`src/rtl/tex_stream_receiver.sv`:
```
// tex_stream_receiver: frames a NUL-terminated ASCII stream, buffers up to
// DEPTH characters, tracks a saturating length and a CRC-8, and holds the
// completed frame for host readout until acknowledged.
module tex_stream_receiver #(
  parameter int unsigned DEPTH = 32,
  parameter int unsigned LEN_W = 8
) (
  input  logic             clk,
  input  logic             rst_n,
  input  logic [7:0]       ch_in,
  input  logic             ch_valid,
  input  logic             rd_en,
  input  logic             ack,
  output logic [7:0]       rd_data,
  output logic             rd_valid,
  output logic             rd_empty,
  output logic             frame_done,
  output logic             busy,
  output logic             ready,
  output logic [LEN_W-1:0] frame_len,
  output logic [7:0]       frame_crc,
  output logic             overflow,
  output logic             missed
);

  localparam int unsigned AW = $clog2(DEPTH);
  // One extra bit so the write pointer can reach DEPTH (buffer full).
  localparam int unsigned PW = AW + 1;

  localparam logic [1:0] ST_IDLE = 2'd0;
  localparam logic [1:0] ST_RECV = 2'd1;
  localparam logic [1:0] ST_OVF  = 2'd2;
  localparam logic [1:0] ST_DONE = 2'd3;

  localparam logic [LEN_W-1:0] LEN_MAX = '1;

  // CRC-8, poly 0x07, MSB-first, one byte per call.
  function automatic logic [7:0] crc8_byte(input logic [7:0] crc, input logic [7:0] d);
    logic [7:0] c;
    c = crc ^ d;
    for (int i = 0; i < 8; i++) begin
      c = c[7] ? ((c << 1) ^ 8'h07) : (c << 1);
    end
    return c;
  endfunction

  logic [1:0]       state, state_nxt;
  logic [PW-1:0]    wr_ptr, wr_ptr_nxt;
  logic [PW-1:0]    rd_ptr, rd_ptr_nxt;
  logic [LEN_W-1:0] len_nxt, len_inc;
  logic [7:0]       crc_nxt, crc_upd;
  logic             ovf_nxt, missed_nxt;
  logic             wr_en, rd_fire, is_nul;
  logic [7:0]       mem [DEPTH];

  // Next-state, pointer, length and CRC decode.
  always_comb begin
    state_nxt  = state;
    wr_ptr_nxt = wr_ptr;
    rd_ptr_nxt = rd_ptr;
    len_nxt    = frame_len;
    crc_nxt    = frame_crc;
    ovf_nxt    = overflow;
    missed_nxt = missed;
    wr_en      = 1'b0;
    rd_fire    = 1'b0;
    is_nul     = (ch_in == 8'h00);
    len_inc    = (frame_len == LEN_MAX) ? frame_len : frame_len + LEN_W'(1);
    crc_upd    = crc8_byte(frame_crc, ch_in);

    case (state)
      ST_IDLE: begin
        if (ch_valid && !is_nul) begin
          wr_en      = 1'b1;
          wr_ptr_nxt = PW'(1);
          len_nxt    = LEN_W'(1);
          crc_nxt    = crc8_byte(8'h00, ch_in);
          state_nxt  = ST_RECV;
        end
      end
      ST_RECV: begin
        if (ch_valid) begin
          if (is_nul) begin
            state_nxt = ST_DONE;
          end else if (wr_ptr != PW'(DEPTH)) begin
            wr_en      = 1'b1;
            wr_ptr_nxt = wr_ptr + PW'(1);
            len_nxt    = len_inc;
            crc_nxt    = crc_upd;
          end else begin
            len_nxt   = len_inc;
            crc_nxt   = crc_upd;
            ovf_nxt   = 1'b1;
            state_nxt = ST_OVF;
          end
        end
      end
      ST_OVF: begin
        if (ch_valid) begin
          if (is_nul) begin
            state_nxt = ST_DONE;
          end else begin
            len_nxt = len_inc;
            crc_nxt = crc_upd;
          end
        end
      end
      default: begin
        // DONE: ack releases the frame and takes priority over a read.
        if (ack) begin
          wr_ptr_nxt = '0;
          rd_ptr_nxt = '0;
          len_nxt    = '0;
          crc_nxt    = 8'h00;
          ovf_nxt    = 1'b0;
          missed_nxt = 1'b0;
          state_nxt  = ST_IDLE;
        end else begin
          if (ch_valid) missed_nxt = 1'b1;
          if (rd_en && !rd_empty) begin
            rd_fire    = 1'b1;
            rd_ptr_nxt = rd_ptr + PW'(1);
          end
        end
      end
    endcase
  end

  // State, pointers and registered outputs.
  always_ff @(posedge clk or negedge rst_n) begin
    if (!rst_n) begin
      state      <= ST_IDLE;
      wr_ptr     <= '0;
      rd_ptr     <= '0;
      frame_len  <= '0;
      frame_crc  <= 8'h00;
      overflow   <= 1'b0;
      missed     <= 1'b0;
      rd_data    <= 8'h00;
      rd_valid   <= 1'b0;
      rd_empty   <= 1'b1;
      frame_done <= 1'b0;
      busy       <= 1'b0;
      ready      <= 1'b0;
    end else begin
      state      <= state_nxt;
      wr_ptr     <= wr_ptr_nxt;
      rd_ptr     <= rd_ptr_nxt;
      frame_len  <= len_nxt;
      frame_crc  <= crc_nxt;
      overflow   <= ovf_nxt;
      missed     <= missed_nxt;
      rd_valid   <= rd_fire;
      if (rd_fire) rd_data <= mem[rd_ptr[AW-1:0]];
      rd_empty   <= (rd_ptr_nxt == wr_ptr_nxt);
      frame_done <= (state_nxt == ST_DONE) && (state != ST_DONE);
      busy       <= (state_nxt == ST_RECV) || (state_nxt == ST_OVF);
      ready      <= (state_nxt == ST_DONE);
    end
  end

  // Character buffer storage.
  always_ff @(posedge clk) begin
    if (wr_en) mem[wr_ptr[AW-1:0]] <= ch_in;
  end

endmodule
```
`config.mk`:
```
export PLATFORM = sky130hd
export DESIGN_NAME = tex_stream_receiver
export DESIGN_NICKNAME = d
export VERILOG_FILES = /design/src/rtl/tex_stream_receiver.sv
export SDC_FILE = /design/constraint.sdc
export NUM_CORES = 1
export LEC_CHECK = 0
export CAP_MARGIN = 40
export CORE_ASPECT_RATIO = 1.1
export CORE_MARGIN = 10
export CORE_UTILIZATION = 45
export CTS_CLUSTER_DIAMETER = 50
export DETAILED_ROUTE_END_ITERATION = 10
export DONT_BUFFER_PORTS = 1
export SYNTH_ARGS = -nofsm -noshare
export SYNTH_HDL_FRONTEND = slang
export SYNTH_SLANG_ARGS = --single-unit
export TNS_END_PERCENT = 50
```
`constraint.sdc`:
```
create_clock -name clk -period 6.33 [get_ports clk]
set_input_delay 1.899 -clock clk [delete_from_list [all_inputs] [get_ports clk]]
set_output_delay 1.899 -clock clk [all_outputs]
set_load 0.01 [all_outputs]
```
Yosys cells after proc, flatten, opt, wreduce, memory -nomap -nowiden. Memory sizes are Yosys's and may differ from the RTL's. A register that Yosys moved wholly into a read port is not among the register bits. Cells that the tools add are included.

Flip-flop bits (word level): 37. Bits in writable memories: 256. Input bits: 13. Output and inout bits: 31. Memories kept: 1.

Memory list: mem (words 32, bits a word 8, rd ports 1, clocked after memory_dff 1, write ports 1, line 54) `logic [7:0] mem [DEPTH];`.

Add/subtract/negate cells: 3. Equality and inequality tests: 16. Mux-type cells: 60. Bitwise gates (word level): 19. Reduce and logical (&&, ||, !) cells: 19.

Operators with widths (number): $mux W8 (8); $mux W3 (16); $mux W6 (8); $not A3 Y3 (16); $pmux W8 S2 (2); $pmux W6 S3 (1); $mux W1 (15); $mux W2 (7); $ne A2 B2 Y1 const B (7); $add A6 B1 Y6 const B (2); $reduce_and A5 Y1 (2); $add A8 B1 Y8 const B (1); $eq A8 B8 Y1 const B (1); $logic_not A8 Y1 (1); $xor A8 B8 Y8 (1); $eq A2 B2 Y1 const B (3); $eq A6 B6 Y1 (1); $ne A6 B6 Y1 const B (1); $pmux W2 S3 (1); $eq A2 B1 Y1 const B (2); $pmux W1 S2 (2); $reduce_and A4 Y1 (1); $reduce_bool A2 Y1 (2); $reduce_or A2 Y1 (2); 9 further kinds (14).

Longest topological paths before layout.
Depth after elaboration: 20. Mapped depth: 12.

Worst setup path after synthesis. OpenSTA, ideal clock, no wires.

Path type: input -> register. From: input port ch_in[6]. To: memory mem[10][0], enable pin. Library setup time: 0.370 ns. Arrival: 3.200 ns. Setup slack: 2.760 ns. Cell stages on the path: 8. Buffers on the path: 1. Path through: buf_6 -> inv_1 -> ha_1 -> nand3b_1 -> o21ai_2 -> nor2_1 -> nand2_1 -> nor2_1.

Cells in the longest elaborated chain, start to end: 7. Elaborated cells on any way between the ends: 9. Classes of those cells: mux (6); reduce/logical (3).

RTL lines: start: declaration (line 10) `input logic [7:0] ch_in,`; $logic_not A8 Y1 * (line 67) `is_nul = (ch_in == 8'h00);`; $logic_not A1 Y1 (line 73) `if (ch_valid && !is_nul) begin`; $logic_and A1 B1 Y1 (line 73); $mux W1 (line 73); $pmux W1 S2 * (line 71) `case (state)`; $mux W1 * (line 164) `if (wr_en) mem[wr_ptr[AW-1:0]] <= ch_in;`; $mux W1 (implied by the code) * (line 164); end: declaration (line 54).

Mark *: on every way between the ends. The rest lies on a longest branch, timed or not.

Worst setup path after layout.
From: input port ch_in[4]. To: memory mem[31][4], enable pin.

The elaborated chain is that of the path after synthesis.

==> summary.md <==
| Metric | Value |
|---|---|
| Status | `finished clean` |
| Top post-synthesis cells by area | `edfxtp_1 (59%), dfrtp_1 (8.5%), mux4_2 (5.5%), mux2i_1 (5.2%), xnor2_1 (2.2%)` |
| Netlist cell types | `between 60 and 70` |
| Initial antenna violation count | `0` |
| Max Clock Freq | `roughly 280 MHz` |
| Post-synthesis sequential area ratio | `between 60 and 70%` |
| Dpl hpwl | `between 15 and 20 mm` |
| CTS resizes | `0` |
| Clock sinks | `between 300 and 400` |
| H-tree levels | `1` |
| Global-route wire length before repair | `45.80 mm` |
| Post-synth top area share | `~59%` |
| Worst EP required | `6.52 ns` |
| Crit path time final | `3.534 ns` |
| Chip Width | `182.1 um` |
| DRC | `0` |
| Mapped Avg Cell Area | `15.32 um2` |
| Area leader, netlist | `edfxtp_1` |
| Slowest stage cell, crit path | `nor2_1` |
| CTS clk-pin slew, worst paths | `0.06 ns` |
| Syn nets | `877` |
| RR Endpoint | `mem[31][4]` |
| Die ar. | `36100 um2` |
| Gpl congestion | `0.8332` |
| Leak | `approximately 5.3 nW` |
| Grt total ovfl | `0` |
| EDFF count, synth | `around 260` |
| Reg2Reg Depth | `6` |
| Top cells by count, synth | `edfxtp_1 (256), nor2_1 (69), mux2i_1 (68)` |
| Total power | `roughly 5.8 mW` |
| Worst setup EP type | `flip-flop` |
| Hold Crit Class | `reg2reg` |
| I/O pin cnt | `44` |
| Vias in the first global route | `roughly 7300` |
| PortBufs | `0` |
| Post-CTS Setup Bufs | `0` |
| Max cap viols | `0` |
| Worst slew margin | `44.54%` |
| Count leader, synth | `edfxtp_1` |
| All-Layer GR Usage | `16.39%` |
| Crit path kind | `in2reg` |
| Routed wire per std cell | `24.32 um` |
| Async SR Flop Fraction | `14.95%` |
| Chip height | `198.3 um` |
| Worst setup SP type | `primary input` |
| Peak supply drop | `0.0002473 V` |
| Critical path origin | `ch_in[4]` |
| # setup viols final | `0` |
| Vias per cell | `5.882` |
| Hold Fails Final Rpt | `0` |
| Hold-fix buffers, CTS | `0` |
| Clk_skew | `around 0.018 ns` |
| WHS | `0.5680 ns` |
| Layout cells sized above 1 | `roughly an eighth` |
| DRT Pass-1 Iters | `5` |
| Drt total wl | `about 30 mm` |
| # diodes | `0` |
| Worst-Margin Slew | `0.8319 ns` |
| Inserted Clock Buffers | `30` |
| CTS max path bufs | `3` |
| Area Overhead vs Synth | `10.10%` |
| Yosys reg bits | `between 300 and 400` |
| Ys flop type | `edfxtp_1` |
| Most used cell, CP | `nor2_1` |
| Yosys synthesis warning count | `0` |
| Critical-path cell list | `inv_1 -> ha_1 -> nand2b_1 -> o21ai_2 -> nor2_1 -> nand2_1 -> nor2_1` |
| ANT nets after route | `0` |
| Core area | `around 29000 um2` |
| Slowest stage delay, CP | `0.69 ns` |
| Vias | `7264` |
| Hold Startpoint | `missed` |
| Cell Pwr Density | `roughly 400 nW/um2` |
| Part of the cycle the worst path needs | `roughly 56%` |
| # rows | `between 60 and 70` |
| Initial Utilization | `45.42%` |
| Pin count of the biggest net entering global routing | `49` |
| Flop-to-flop setup slack | `about 3.3 ns` |
| Crit path DAT | `approximately 3.7 ns` |
| CTS root buf | `clkbuf_16` |
| Initial DRC count | `537` |
| Crit Path Max Fanout | `36` |
| Nets | `between 800 and 900` |
| Gate Count Post-Synth | `849` |
| Worst-Skew Late Latency | `0.57 ns` |
| Fin util | `about half` |
| Crit path to | `mem[31][4]` |
| TritonCTS clock tree | `yes` |
| RSZ-0062 raised after global routing | `false` |
| Pins over their slew limit | `0` |
| Mapped Area | `13000 um2` |
| Setup TNS | `0 ns` |
| Crit Reg-Reg Startpoint | `wr_ptr[3]` |
cells by family (layout without fill, tap and decap cells):
group,after synthesis,after routing,share of synthesized area (%)
xor+xnor,42,42,2.887
flops,301,301,67.79
mux,100,100,10.78
simple gates,173,173,6.514
buf+inv,64,82,2.588
compound gates,154,154,8.006
fa+ha+maj,15,15,1.443
critical path, delay by kind of cell:
family                   cells  cell delay, ns
AND/OR/NAND/NOR              4            1.45
adder cells (fa/ha/maj)      1            0.20
AO/OA/AOI/OAI                1            0.12
buffers and inverters        1            0.03
registers in the layout, indices dropped and copies added (netlist names):
register / count
overflow: 1
mem: 256
rd_data: 8
frame_done: 1
busy: 1
rd_ptr: 6
rd_valid: 1
frame_crc: 8
wr_ptr: 6
rd_empty: 1
missed: 1
ready: 1
state: 2
frame_len: 8
power breakdown:
group          switching (mW)  leakage (nW)  internal (mW)
logic                   0.883          1.88          0.640
clock network           0.748         0.506           1.09
registers               0.157          2.88           2.28
total                    1.79          5.26           4.01
cells in the final DEF (no fill, tap or decap), types with 3 or more instances in the layout:
cell	count
xnor2_1	33
clkbuf_16	30
a21oi_1	42
nor2b_1	8
o21ai_1	6
or3_1	3
mux4_2	32
and3_1	7
o21ai_0	15
and3b_1	3
inv_1	16
clkinv_2	6
clkbuf_1	6
ha_1	15
nor3_1	14
bufinv_16	5
nand2b_1	5
a31oi_1	7
nor2_1	69
nand3b_1	4
xor2_1	8
clkinv_1	4
nand2_1	36
a22oi_1	8
o221ai_1	32
a22o_1	3
buf_4	6
mux2i_1	68
dfrtp_1	43
and2_1	4
edfxtp_1	256
nand3_1	5
o22ai_1	20
cell type report:
type,count,area [um2]
clock inverters,19,256.5
inverters,18,67.56
flip-flops and latches,301,8818
well taps,368,460.4
fillers,2402,14310
clock buffers,37,787.0
multi-input cells,484,3852
repair buffers,8,75.07
metrics by stage:
step / setup WS, ns / area (um2) / instances
2_1_floorplan: 2.760 / 13000 / 849
3_3_place_gp: 2.315 / 13240 / 1177
3_5_place_dp: 2.215 / 13270 / 1179
4_1_cts: 2.823 / 14320 / 1235
5_1_grt: 2.649 / 14320 / 1235
6_report: 2.796 / 14320 / 1235
layer usage:
layer | GRT usage (%) | part of all wire, %
met5 | 0 | 0
met4 | 4.311 | 2.4
met3 | 2.738 | 5.1
met2 | 28.65 | 51
met1 | 20.63 | 41
worst min path at each step:
stage | end | slack [ns] | depth (start not counted)
finish | missed | 0.57 | 2
global route | missed | 0.59 | 2
CTS | missed | 0.58 | 2
detailed placement | missed | 0.56 | 2
global placement | rd_ptr[5] | 0.54 | 2
floorplan | rd_ptr[5] | 0.52 | 2
Power figures use the tool's default switching activity.
==> RTL edit 1: new RTL, same settings <==
The parameter `LEN_W` goes from 8 to 4.
--- a/src/rtl/tex_stream_receiver.sv
+++ b/src/rtl/tex_stream_receiver.sv
@@ -3,7 +3,7 @@
 // completed frame for host readout until acknowledged.
 module tex_stream_receiver #(
   parameter int unsigned DEPTH = 32,
-  parameter int unsigned LEN_W = 8
+  parameter int unsigned LEN_W = 4
 ) (
   input  logic             clk,
   input  logic             rst_n,
Ports: changed (resized frame_len); port bits go from 44 to 40. The function was not compared with the original's and may differ.
==> RTL edit 1 against the original RTL <==
Design area fell by 0.68%. Count of clock-buffer cells in the layout fell by 1. Sequential cell count fell by 4. Wire length fell by 1.2%. Synthesized area fell by 1.2%. Setup slack got worse by 0.36 ns. Core utilization rose by 0.87 points. Power rose by 8.5%. Critical path type unchanged.
==> RTL edit 1: results (changes against the original RTL) <==
| Metric | Value |
|---|---|
| Outcome | finished clean (unchanged) |
| Fraction of synthesis flops using an asynchronous set or reset pin | 0.1380 (was 0.1495) |
| M1 WL | 12.39 mm (was 12.36 mm) |
| Proportion of cell area spent on the clock network | 0.07189 (was 0.07288) |
| Average wire length per cell after detail routing | 24.35 um (was 24.32 um) |
| Launching point of the worst reg2reg path | state[0] (was wr_ptr[3]) |
| Hold EP | state[0] (was missed) |
| Final sequential cell count | 297 (was 301) |
| Number of cells traversed by the worst hold path | 1 (was 2) |
| Wire length of the first global-routing pass | 45.58 mm (was 45.80 mm) |
| Leading cell types by total area after synthesis | sky130_fd_sc_hd__edfxtp_1 (60%), sky130_fd_sc_hd__dfrtp_1 (7.8%), sky130_fd_sc_hd__mux4_2 (5.6%), sky130_fd_sc_hd__mux2i_1 (5.2%), sky130_fd_sc_hd__xnor2_1 (2.4%) (was sky130_fd_sc_hd__edfxtp_1 (59%), sky130_fd_sc_hd__dfrtp_1 (8.5%), sky130_fd_sc_hd__mux4_2 (5.5%), sky130_fd_sc_hd__mux2i_1 (5.2%), sky130_fd_sc_hd__xnor2_1 (2.2%)) |
| Floorplan Core Area | 27,950 sq um (was 28,630 sq um) |
| Number of design-rule violations left by the first detailed-router iteration | 557 (was 537) |
| Worst slew slack as a fraction of its limit | 0.4526 (was 0.4454) |
| Most common library cells after synthesis | sky130_fd_sc_hd__edfxtp_1 (256), sky130_fd_sc_hd__mux2i_1 (67), sky130_fd_sc_hd__nor2_1 (66) (was sky130_fd_sc_hd__edfxtp_1 (256), sky130_fd_sc_hd__nor2_1 (69), sky130_fd_sc_hd__mux2i_1 (68)) |
| Amount of wire on met2 after detailed routing | 14.19 mm (was 15.41 mm) |
| Grt met1 use | 0.2095 (was 0.2063) |
| Layout multi-input combinational cell count | 471 (was 484) |
| Worst hold start | state[0] (was missed) |
| Post-synthesis cell type count | 65 (was 64) |
| Non-clock buffer share of cell area | 0.005103 (was 0.005243) |
| Leakage power summed over all cells | 4.991 nW (was 5.262 nW) |
| End of the critical path | mem[16][7] (was mem[31][4]) |
| Maximum number of pins on one net before global-route repair | 42 (was 49) |
| Largest stage delay on the critical path | 0.75 ns (was 0.69 ns) |
| Total routing resource utilization after global routing | 0.1630 (was 0.1639) |
| Minimum setup slack among reg-to-reg paths | 3.01 ns (was 3.31 ns) |
| Maximum fanout along the worst path | 35 (was 36) |
| Launch point of the worst path | ch_in[7] (was ch_in[4]) |
| Number of global-route vias before repair | 7,538 (was 7,324) |
| TritonCTS buffer count | 31 (was 30) |
| Multi-input gate share of total cell area | 0.2714 (was 0.2691) |
| Met3 track utilization from global routing | 0.03646 (was 0.02738) |
| Buffers excl. clock | 6 (was 8) |
| Layout fillers | 2,307 (was 2,402) |
## RTL edit 1: through the flow
step	hold WS (ns)	total power, mW	util	worst slack, ns	std cells
2_1_floorplan	0.5258	3.998	-	2.665	833
3_3_place_gp	0.5675	4.464	0.4707	2.014	1160
3_5_place_dp	0.5766	4.516	0.4722	1.908	1162
4_1_cts	0.5890	6.321	0.5088	2.475	1219
5_1_grt	0.6047	6.612	0.5088	2.341	1219
6_report	0.5904	6.293	0.5088	2.435	1219
## RTL edit 1: power by group
group          switching (mW)  internal (mW)
registers               0.245           2.28
clock network           0.736           1.07
logic                    1.13          0.821
## RTL edit 1: kinds of logic after synthesis
group,count (synthesis),synth area share
multiplexers,102,0.1118
XOR/XNOR,44,0.03000
AND/OR/NAND/NOR,153,0.05922
buffers and inverters,65,0.02162
adder cells (fa/ha/maj),15,0.01461
flip-flops,297,0.6784
AO/OA/AOI/OAI,157,0.08435
==> RTL edit 2: new RTL, same flow settings <==
Made on the original files. Put one more register stage on the output `overflow`, without a reset. The value now appears one clock later. The other outputs are not delayed to match.
--- a/src/rtl/tex_stream_receiver.sv
+++ b/src/rtl/tex_stream_receiver.sv
@@ -34,6 +34,8 @@
 
   localparam logic [LEN_W-1:0] LEN_MAX = '1;
 
+  logic overflow_s0;
+
   // CRC-8, poly 0x07, MSB-first, one byte per call.
   function automatic logic [7:0] crc8_byte(input logic [7:0] crc, input logic [7:0] d);
     logic [7:0] c;
@@ -60,7 +62,7 @@
     rd_ptr_nxt = rd_ptr;
     len_nxt    = frame_len;
     crc_nxt    = frame_crc;
-    ovf_nxt    = overflow;
+    ovf_nxt    = overflow_s0;
     missed_nxt = missed;
     wr_en      = 1'b0;
     rd_fire    = 1'b0;
@@ -134,7 +136,7 @@
       rd_ptr     <= '0;
       frame_len  <= '0;
       frame_crc  <= 8'h00;
-      overflow   <= 1'b0;
+      overflow_s0 <= 1'b0;
       missed     <= 1'b0;
       rd_data    <= 8'h00;
       rd_valid   <= 1'b0;
@@ -148,7 +150,7 @@
       rd_ptr     <= rd_ptr_nxt;
       frame_len  <= len_nxt;
       frame_crc  <= crc_nxt;
-      overflow   <= ovf_nxt;
+      overflow_s0 <= ovf_nxt;
       missed     <= missed_nxt;
       rd_valid   <= rd_fire;
       if (rd_fire) rd_data <= mem[rd_ptr[AW-1:0]];
@@ -164,4 +166,8 @@
     if (wr_en) mem[wr_ptr[AW-1:0]] <= ch_in;
   end
 
+  always_ff @(posedge clk) begin
+    overflow <= overflow_s0;
+  end
+
 endmodule
Formal check against the unedited RTL: no difference found for any inputs over 4 cycles, from zero or initial values and one cycle with rst_n low; that may be too few to reach the edited logic, so the function may still have changed.
==> RTL edit 2 against the original RTL <==
Synthesized area increased by 0.15%. Clock skew decreased by 0.0044 ns. Power increased by 0.91%. Setup slack got worse by 0.032 ns. Register-to-register slack got worse by 0.20 ns. Wire length decreased by 1.1%. Sequential cell count increased by 1. Design area increased by 0.35%. Combinational power decreased by 3%. Critical endpoint is now mem[14][4]. Critical path type unchanged. Highest routed layer unchanged.
==> RTL edit 2: results (changes against the original RTL) <==
| Metric | Value |
|---|---|
| Wire length of the first global-routing pass | 46.09 mm (was 45.80 mm) |
| Avg Vias per Cell | 5.880 (was 5.882) |
| Placement Cell Area | 13,280 sq um (was 13,270 sq um) |
| Multiplexer share of the synthesized area | 0.1076 (was 0.1078) |
| Clock skew after layout | 0.01316 ns (was 0.01755 ns) |
| Buffers excl. clock | 8 (unchanged) |
| End of the critical path | mem[14][4] (was mem[31][4]) |
| Maximum number of pins on one net before global-route repair | 47 (was 49) |
| Average wire length per cell after detail routing | 23.99 um (was 24.32 um) |
| Synth-to-Final Area Change | 10.32% (was 10.10%) |
| Launch point of the worst path | ch_in[5] (was ch_in[4]) |
| Worst r2r dst | rd_data[7] (was mem[31][4]) |
| Layout fillers | 2,377 (was 2,402) |
| Worst slack after detailed placement | 2.230 ns (was 2.215 ns) |
| Launching point of the worst reg2reg path | rd_ptr[0] (was wr_ptr[3]) |
| Tightest Pin Transition | 0.8002 ns (was 0.8319 ns) |
| GP Congestion | 0.8079 (was 0.8332) |
| Seq/Total Area, Yosys | 0.6784 (was 0.6779) |
| Number of nets in the layout | 873 (was 871) |
| Internal power | 4.040 mW (was 4.013 mW) |
| Proportion of cell area spent on the clock network | 0.07524 (was 0.07288) |
| Synthesized-area fraction occupied by adder cells | 0.01441 (was 0.01443) |
| Total routing resource utilization after global routing | 0.1637 (was 0.1639) |
| Clk sink count | 302 (was 301) |
| TritonCTS buffer count | 31 (was 30) |
| Number of global-route vias before repair | 7,294 (was 7,324) |
| Peak supply drop | 280.3 uV (was 247.3 uV) |
| Post-synthesis cell type count | 65 (was 64) |
| Outcome | finished clean (unchanged) |
| Number of ordinary inverters in the final layout | 18 (unchanged) |
| FF+latch area | 8838 sq um (was 8818 sq um) |
| Power share of the clock group | 0.324 (was 0.318) |
| Worst r2r path cells | 7 (was 6) |
| Antenna Cells | 0 (unchanged) |
| Non-clock buffer share of cell area | 0.004703 (was 0.005243) |
| Layout cell share with drive strength beyond 1 | 0.1184 (was 0.1176) |
| Fraction of synthesis flops using an asynchronous set or reset pin | 0.1490 (was 0.1495) |
| Number of clock buffers in the layout | 34 (was 37) |
| Number of design-rule violations left by the first detailed-router iteration | 732 (was 537) |
| Overall routed net length | 29.70 mm (was 30.03 mm) |
| Number of nets produced by synthesis | 878 (was 877) |
| Seq. pwr | 2.48 mW (was 2.44 mW) |
| Switching component of the power | 1.814 mW (was 1.787 mW) |
| Leakage power summed over all cells | 5.280 nW (was 5.262 nW) |
| Largest stage delay on the critical path | 0.71 ns (was 0.69 ns) |
| Compound-cell area share of the yosys netlist | 0.07993 (was 0.08005) |
| CP arrival | 3.76 ns (was 3.72 ns) |
| Half-perimeter wire length of the detailed placement result | 18.85 mm (was 19.42 mm) |
| Leading cell types by total area after synthesis | sky130_fd_sc_hd__edfxtp_1 (59%), sky130_fd_sc_hd__dfrtp_1 (8.5%), sky130_fd_sc_hd__mux4_2 (5.5%), sky130_fd_sc_hd__mux2i_1 (5.2%), sky130_fd_sc_hd__xnor2_1 (2.2%) (unchanged) |
[RTL edit 2: worst min-delay path by stage]
| stage | start | end | slack (ns) | cells past startpoint |
|---|---|---|---|---|
| after global routing | overflow_s0 | overflow | 0.41 | 0 |
| after global placement | overflow_s0 | overflow | 0.39 | 0 |
| final | overflow_s0 | overflow | 0.39 | 0 |
| after CTS | overflow_s0 | overflow | 0.40 | 0 |
| after floorplan | overflow_s0 | overflow | 0.35 | 0 |
| after detailed placement | overflow_s0 | overflow | 0.38 | 0 |
[RTL edit 2: layer usage]
layer / vias up / track usage / part of all wire
met4: 0 / 0.03829 / 0.017
li1: 3302 / - / -
met5: - / 0 / 0
met1: 3734 / 0.2239 / 0.44
met3: 37 / 0.02653 / 0.054
met2: 207 / 0.2687 / 0.49
[RTL edit 2: cell families after synthesis]
family / count (synthesis)
flops: 302
fa+ha+maj: 15
simple gates: 173
xor+xnor: 42
mux: 100
compound gates: 154
buf+inv: 64
